**config.mk**
```make
export PLATFORM = sky130hd
export DESIGN_NAME = regfile_dumper_flat
export DESIGN_NICKNAME = d
export VERILOG_FILES = /design/src/rtl/regfile_dumper_if.sv /design/src/rtl/regfile_dumper.sv /design/src/flat_wrapper.sv
export SDC_FILE = /design/constraint.sdc
export NUM_CORES = 1
export LEC_CHECK = 0
export CAP_MARGIN = 30
export CORE_MARGIN = 8
export CORE_UTILIZATION = 30
export CTS_CLUSTER_SIZE = 12
export DETAILED_ROUTE_END_ITERATION = 8
export SETUP_SLACK_MARGIN = 0.15
export SLEW_MARGIN = 20
export SYNTH_ARGS = -nofsm -noshare
export SYNTH_HDL_FRONTEND = slang
export SYNTH_SLANG_ARGS = --single-unit
```
**constraint.sdc**
```tcl
create_clock -name clk -period 2 [get_ports clk]
set_input_delay 0.2 -clock clk [delete_from_list [all_inputs] [get_ports clk]]
set_output_delay 0.2 -clock clk [all_outputs]
set_load 0.02 [all_outputs]
```
**src/rtl/regfile_dumper_if.sv**
```systemverilog
// Stream-side bundle for the register-file dumper.
// One beat = {index, data, last} on a valid/ready handshake.
interface regfile_dumper_if #(
   parameter int ADDR_W = 5,
   parameter int DATA_W = 32
);
   logic              m_valid;
   logic              m_ready;
   logic [ADDR_W-1:0] m_index;
   logic [DATA_W-1:0] m_data;
   logic              m_last;

   modport master (
      output m_valid,
      output m_index,
      output m_data,
      output m_last,
      input  m_ready
   );

   modport slave (
      input  m_valid,
      input  m_index,
      input  m_data,
      input  m_last,
      output m_ready
   );
endinterface

```
**src/rtl/regfile_dumper.sv**
```systemverilog
// Debug read-out engine: walks a register-file index range
// and streams each register as an {index, data} beat.
module regfile_dumper #(
   parameter int ADDR_W = 5,
   parameter int DATA_W = 32
) (
   input  logic              clk,
   input  logic              rst_n,
   input  logic              start,
   input  logic [ADDR_W-1:0] first_idx,
   input  logic [ADDR_W-1:0] last_idx,
   input  logic              abort,
   output logic [ADDR_W-1:0] rf_addr,
   input  logic [DATA_W-1:0] rf_data,
   regfile_dumper_if.master  m,
   output logic              busy,
   output logic              done
);

   typedef enum logic [1:0] {
      S_IDLE,
      S_FETCH,
      S_SEND,
      S_DONE
   } state_t;

   localparam logic [ADDR_W-1:0] ONE = 1;

   state_t            r_state;
   state_t            w_nstate;
   logic [ADDR_W-1:0] r_idx;
   logic [ADDR_W-1:0] r_end;
   logic [ADDR_W-1:0] r_index;
   logic [DATA_W-1:0] r_data;
   logic              r_last;
   logic              r_valid;
   logic              r_busy;
   logic              r_done;
   logic              w_load;
   logic              w_cap;
   logic              w_adv;

   always_comb begin
      w_nstate = r_state;
      w_load   = 1'b0;
      w_cap    = 1'b0;
      w_adv    = 1'b0;
      unique case (r_state)
         S_IDLE: begin
            if (start) begin
               w_nstate = S_FETCH;
               w_load   = 1'b1;
            end
         end
         S_FETCH: begin
            w_nstate = S_SEND;
            w_cap    = 1'b1;
         end
         S_SEND: begin
            if (m.m_ready) begin
               w_nstate = r_last ? S_DONE : S_FETCH;
               w_adv    = !r_last;
            end
         end
         S_DONE: w_nstate = S_IDLE;
         default: w_nstate = S_IDLE;
      endcase
      // abort outranks start and m_ready; the in-flight beat is dropped
      if (abort && r_state != S_IDLE) begin
         w_nstate = S_IDLE;
         w_cap    = 1'b0;
         w_adv    = 1'b0;
      end
   end

   always_ff @(posedge clk or negedge rst_n) begin
      if (!rst_n) begin
         r_state <= S_IDLE;
         r_idx   <= '0;
         r_end   <= '0;
         r_index <= '0;
         r_data  <= '0;
         r_last  <= 1'b0;
         r_valid <= 1'b0;
         r_busy  <= 1'b0;
         r_done  <= 1'b0;
      end else begin
         r_state <= w_nstate;
         r_valid <= (w_nstate == S_SEND);
         r_busy  <= (w_nstate != S_IDLE);
         r_done  <= (w_nstate == S_DONE);
         if (w_load) begin
            r_idx <= first_idx;
            r_end <= last_idx;
         end
         if (w_cap) begin
            r_data  <= rf_data;
            r_index <= r_idx;
            r_last  <= (r_idx == r_end);
         end
         if (w_adv) begin
            r_idx <= r_idx + ONE;
         end
      end
   end

   assign rf_addr   = (r_state == S_FETCH) ? r_idx : '0;
   assign m.m_valid = r_valid;
   assign m.m_index = r_index;
   assign m.m_data  = r_data;
   assign m.m_last  = r_last;
   assign busy      = r_busy;
   assign done      = r_done;

endmodule

```
**src/flat_wrapper.sv**
```systemverilog
// flat-port wrapper written by rule: the top's interface ports become plain ports
module regfile_dumper_flat 
#(
   parameter int ADDR_W = 5,
   parameter int DATA_W = 32
)
  (clk, rst_n, start, first_idx, last_idx, abort, rf_addr, rf_data, busy, done, m_m_valid, m_m_index, m_m_data, m_m_last, m_m_ready);
  regfile_dumper_if #(.ADDR_W(ADDR_W), .DATA_W(DATA_W)) m_i ();
  input  logic clk;
  input  logic rst_n;
  input  logic start;
  input  logic [ADDR_W-1:0] first_idx;
  input  logic [ADDR_W-1:0] last_idx;
  input  logic abort;
  output logic [ADDR_W-1:0] rf_addr;
  input  logic [DATA_W-1:0] rf_data;
  output logic busy;
  output logic done;
  output wire logic [$bits(m_i.m_valid)-1:0] m_m_valid;
  output wire logic [$bits(m_i.m_index)-1:0] m_m_index;
  output wire logic [$bits(m_i.m_data)-1:0] m_m_data;
  output wire logic [$bits(m_i.m_last)-1:0] m_m_last;
  input wire logic [$bits(m_i.m_ready)-1:0] m_m_ready;
  assign m_m_valid = m_i.m_valid;
  assign m_m_index = m_i.m_index;
  assign m_m_data = m_i.m_data;
  assign m_m_last = m_i.m_last;
  assign m_i.m_ready = m_m_ready;
  regfile_dumper #(.ADDR_W(ADDR_W), .DATA_W(DATA_W)) u_core (.clk(clk), .rst_n(rst_n), .start(start), .first_idx(first_idx), .last_idx(last_idx), .abort(abort), .rf_addr(rf_addr), .rf_data(rf_data), .m(m_i), .busy(busy), .done(done));
endmodule
```
==> impl_table.tex <==
\begin{tabular}{lr}
\hline
Metric & Value \\
\hline
\multicolumn{2}{l}{\textbf{STA}} \\
Total negative slack & 0 ns \\
Fin crit share & 84.05\% \\
Shortest clock period the worst path allows after layout & 1.681 ns \\
Fin. max-slew vios & 0 \\
Count of endpoints failing hold in the final timing report & 0 \\
Setup repair after global routing missed its margin & false \\
Final setup fails & 0 \\
Worst-case setup margin in the final layout & 0.3189 ns \\
Maximum frequency from static timing analysis & slightly below 600 MHz \\
Relative slew slack & 70.96\% \\
Worst setup skew after layout & 0.006811 ns \\
Worst Tran Pin Value & 0.4355 ns \\
\multicolumn{2}{l}{\textbf{Logic synthesis}} \\
FF+latch count, synth & 53 \\
Count of cell types in the netlist & 36 \\
Cell area after technology mapping & $\sim$2200 sq um \\
Sequential area share after synthesis & 59.68\% \\
Count of flip-flops with a built-in enable after synthesis & 0 \\
Average cell area after synthesis & between 10 and 15 sq um \\
Syn Inst Count & 153 \\
Async set-reset flop share out of synthesis & 100.0\% \\
Synth Flop Type & sky130\_fd\_sc\_hd\_\_dfrtp\_1 \\
Synthesized Nets & 201 \\
Yosys warning count & 0 \\
\multicolumn{2}{l}{\textbf{Pwr}} \\
Power density over the cells & roughly 1200 nW/um\^{}2 \\
Pleak & 1.441 nW \\
Worst IR drop on VDD & 0.0004408 V \\
\multicolumn{2}{l}{\textbf{Floorplan}} \\
Total die area & roughly 10000 sq um \\
Number of rows created at floorplan & 31 \\
Starting utilization of the core area & a little under a third \\
Area of the core & 7214 sq um \\
Chip Height & 102.1 um \\
X dimension of the die & just over 100 um \\
Num ports & 93 \\
\multicolumn{2}{l}{\textbf{Place}} \\
Port buffer count & 92 \\
DPL Wire Length & 4164 um \\
Place WS & 0.2599 ns \\
Routability congestion estimate from global placement & 0.7201 \\
Cells after DPL & 344 \\
\multicolumn{2}{l}{\textbf{Setup path}} \\
Crit path arrival time & between 1 and 1.5 ns \\
Crit. End Element & output port \\
Crit path required time & 1.80 ns \\
Worst setup path startpoint & u\_core.r\_state[1] \\
Capture point of the critical path & rf\_addr[4] \\
Worst setup slack for register-to-register paths & 0.38 ns \\
Startpoint type of the worst setup path & register \\
Endpoint of the worst register-to-register path & u\_core.m.m\_data[26] \\
Startpoint-to-endpoint class of the critical path & reg -> out \\
Launch instance of the worst register-to-register path & u\_core.r\_state[1] \\
Number of cell instances on the worst register-to-register path & 4 \\
Critical path peak fanout & 7 \\
\multicolumn{2}{l}{\textbf{GRT}} \\
Maximum number of pins on one net before global-route repair & 21 \\
Total gr overflow & 0 \\
First-pass GRT wire length & 8480 um \\
Via count of the first global-routing pass & roughly 1700 \\
Initial antenna violation count & 0 \\
Overall Global Routing Usage & 10.54\% \\
\multicolumn{2}{l}{\textbf{Finish}} \\
Total inserted antenna cells & 0 \\
Synthesis-to-layout area growth & 52.65\% \\
Post-layout instance count excluding filler cells & 353 \\
Leading cell types in the layout, fill and taps excluded & sky130\_fd\_sc\_hd\_\_clkdlybuf4s50\_1 (86), sky130\_fd\_sc\_hd\_\_dfrtp\_1 (53), sky130\_fd\_sc\_hd\_\_mux2\_2 (34), sky130\_fd\_sc\_hd\_\_mux2\_4 (8), sky130\_fd\_sc\_hd\_\_clkbuf\_8 (7) \\
Leading cell type in the layout, fill and taps excluded & sky130\_fd\_sc\_hd\_\_clkdlybuf4s50\_1 \\
Number of nets in the layout & about 300 \\
Fraction of final layout cells sized beyond drive strength 1 & 24.02\% \\
\multicolumn{2}{l}{\textbf{Clock tree}} \\
Inserted Clock Buffers & 5 \\
Clock latency on the worst-skew pair & 0.30 ns \\
Clock-pin slew of the registers on the worst-case setup and hold paths & 0.09 ns \\
Root Buffer & sky130\_fd\_sc\_hd\_\_clkbuf\_8 \\
Clock net sink count & 53 \\
TritonCTS clock tree & built \\
Number of buffers inserted by post-CTS setup repair & 0 \\
Buffer depth of the longest clock path & 2 \\
H-tree depth & 2 \\
\multicolumn{2}{l}{\textbf{Worst hold path}} \\
Tightest Hold Check Type & in -> async \\
\multicolumn{2}{l}{\textbf{Routing}} \\
Antenna violation net count after detailed routing & 0 \\
Number of iterations in the first detailed-routing pass & 4 \\
Average detailed-routed wire length per instance & 15.39 um \\
1st-iter DRT viols & 64 \\
Wire length reported by the detailed router & 5431 um \\
Via density per instance & 4.411 \\
Remaining routing DRC violations & 0 \\
Via Count & 1557 \\
\multicolumn{2}{l}{\textbf{Flow run}} \\
Maximum Capacitance Violations & 0 \\
\multicolumn{2}{l}{\textbf{Outcome}} \\
Run status & finished clean \\
\hline
\end{tabular}
-- flip-flops by register name, indices dropped and copies added, names as in the netlist --
register	flops
u_core.m.m_data	32
u_core.m.m_index	5
u_core.r_end	5
u_core.r_idx	5
u_core.r_state	2
u_core.busy	1
u_core.done	1
u_core.m.m_last	1
u_core.m.m_valid	1
-- worst min path at each step --
stage,startpoint,endpoint,slack [ns],depth (start not counted)
2_1_floorplan,rst_n,u_core.busy,-0.1,0
3_3_place_gp,rst_n,u_core.r_end[1],0.17,1
3_5_place_dp,rst_n,u_core.r_end[1],0.18,1
4_1_cts,rst_n,u_core.m.m_data[7],0.37,2
5_1_grt,rst_n,u_core.m.m_data[6],0.39,2
6_report,rst_n,u_core.r_end[1],0.36,2
-- worst max-delay path, stage by stage (launching register included) --
cell,delay (ns)
sky130_fd_sc_hd__dfrtp_1,0.46
sky130_fd_sc_hd__nor2b_4,0.21
sky130_fd_sc_hd__and2_1,0.17
sky130_fd_sc_hd__dlygate4sd2_1,0.34
-- kinds of logic after synthesis --
kind of cell             synth area share [%]
AO/OA/AOI/OAI                           4.223
XOR/XNOR                                1.971
adder cells (fa/ha/maj)                0.5630
buffers and inverters                   2.927
flip-flops                              59.68
multiplexers                            23.09
AND/OR/NAND/NOR                         7.545
-- cell usage after synthesis, drive strengths merged (2+ instances only) --
| library cell | count | area share [%] |
|---|---|---|
| and2 | 5 | 1.4 |
| nand4 | 2 | 0.56 |
| xor2 | 3 | 1.2 |
| a21oi | 2 | 0.45 |
| nor2b | 3 | 0.96 |
| nand2 | 4 | 0.68 |
| xnor2 | 2 | 0.79 |
| nor2 | 4 | 0.68 |
| nor3 | 4 | 0.90 |
| nand2b | 2 | 0.56 |
| a221o | 2 | 0.90 |
| buf | 5 | 2.1 |
| inv | 4 | 0.68 |
| mux2 | 42 | 23 |
| dfrtp | 53 | 60 |
-- cell type report --
| cell class | count | area (sq um) |
|---|---|---|
| clock buffers | 7 | 96.34 |
| clock inverters | 1 | 5.005 |
| fillers | 692 | 3822 |
| inverters | 4 | 15.01 |
| multi-input cells | 90 | 835.8 |
| flip-flops and latches | 53 | 1326 |
| well taps | 99 | 123.9 |
| repair buffers | 99 | 989.7 |
-- metal layers --
layer  routed length [um]  vias to the layer above  GRT usage [%]
met4                   32                        0          2.709
li1                     -                      737              -
met3                  646                        4          6.199
met2                 2529                       57          16.14
met5                    0                        -              0
met1                 2222                      759          12.27
-- stage by stage --
step	hold slack, ns	utilization, %	power [mW]	instance area (sq um)
after floorplan	-0.09559	-	2.549	2222
after global placement	0.1708	45.49	3.423	3282
after detailed placement	0.1758	45.49	3.441	3282
after CTS	0.3734	47.02	4.118	3392
after global routing	0.3915	47.02	4.284	3392
final	0.3602	47.02	4.046	3392
-- what timing repair did --
| action | 4_1_cts | 5_1_grt |
|---|---|---|
| endpoints found under the hold margin | 17 | 0 |
| endpoints found under the setup margin | 5 | 0 |
| resized for setup | 6 | 0 |
| hold buffers | 1 | 0 |
-- where the power goes --
part           switching, mW  internal [mW]
Clock                  0.348          0.314
Sequential             0.227           1.42
Combinational          0.761          0.973
Total                   1.34           2.71
No activity file was read; power rests on OpenSTA's default activity.
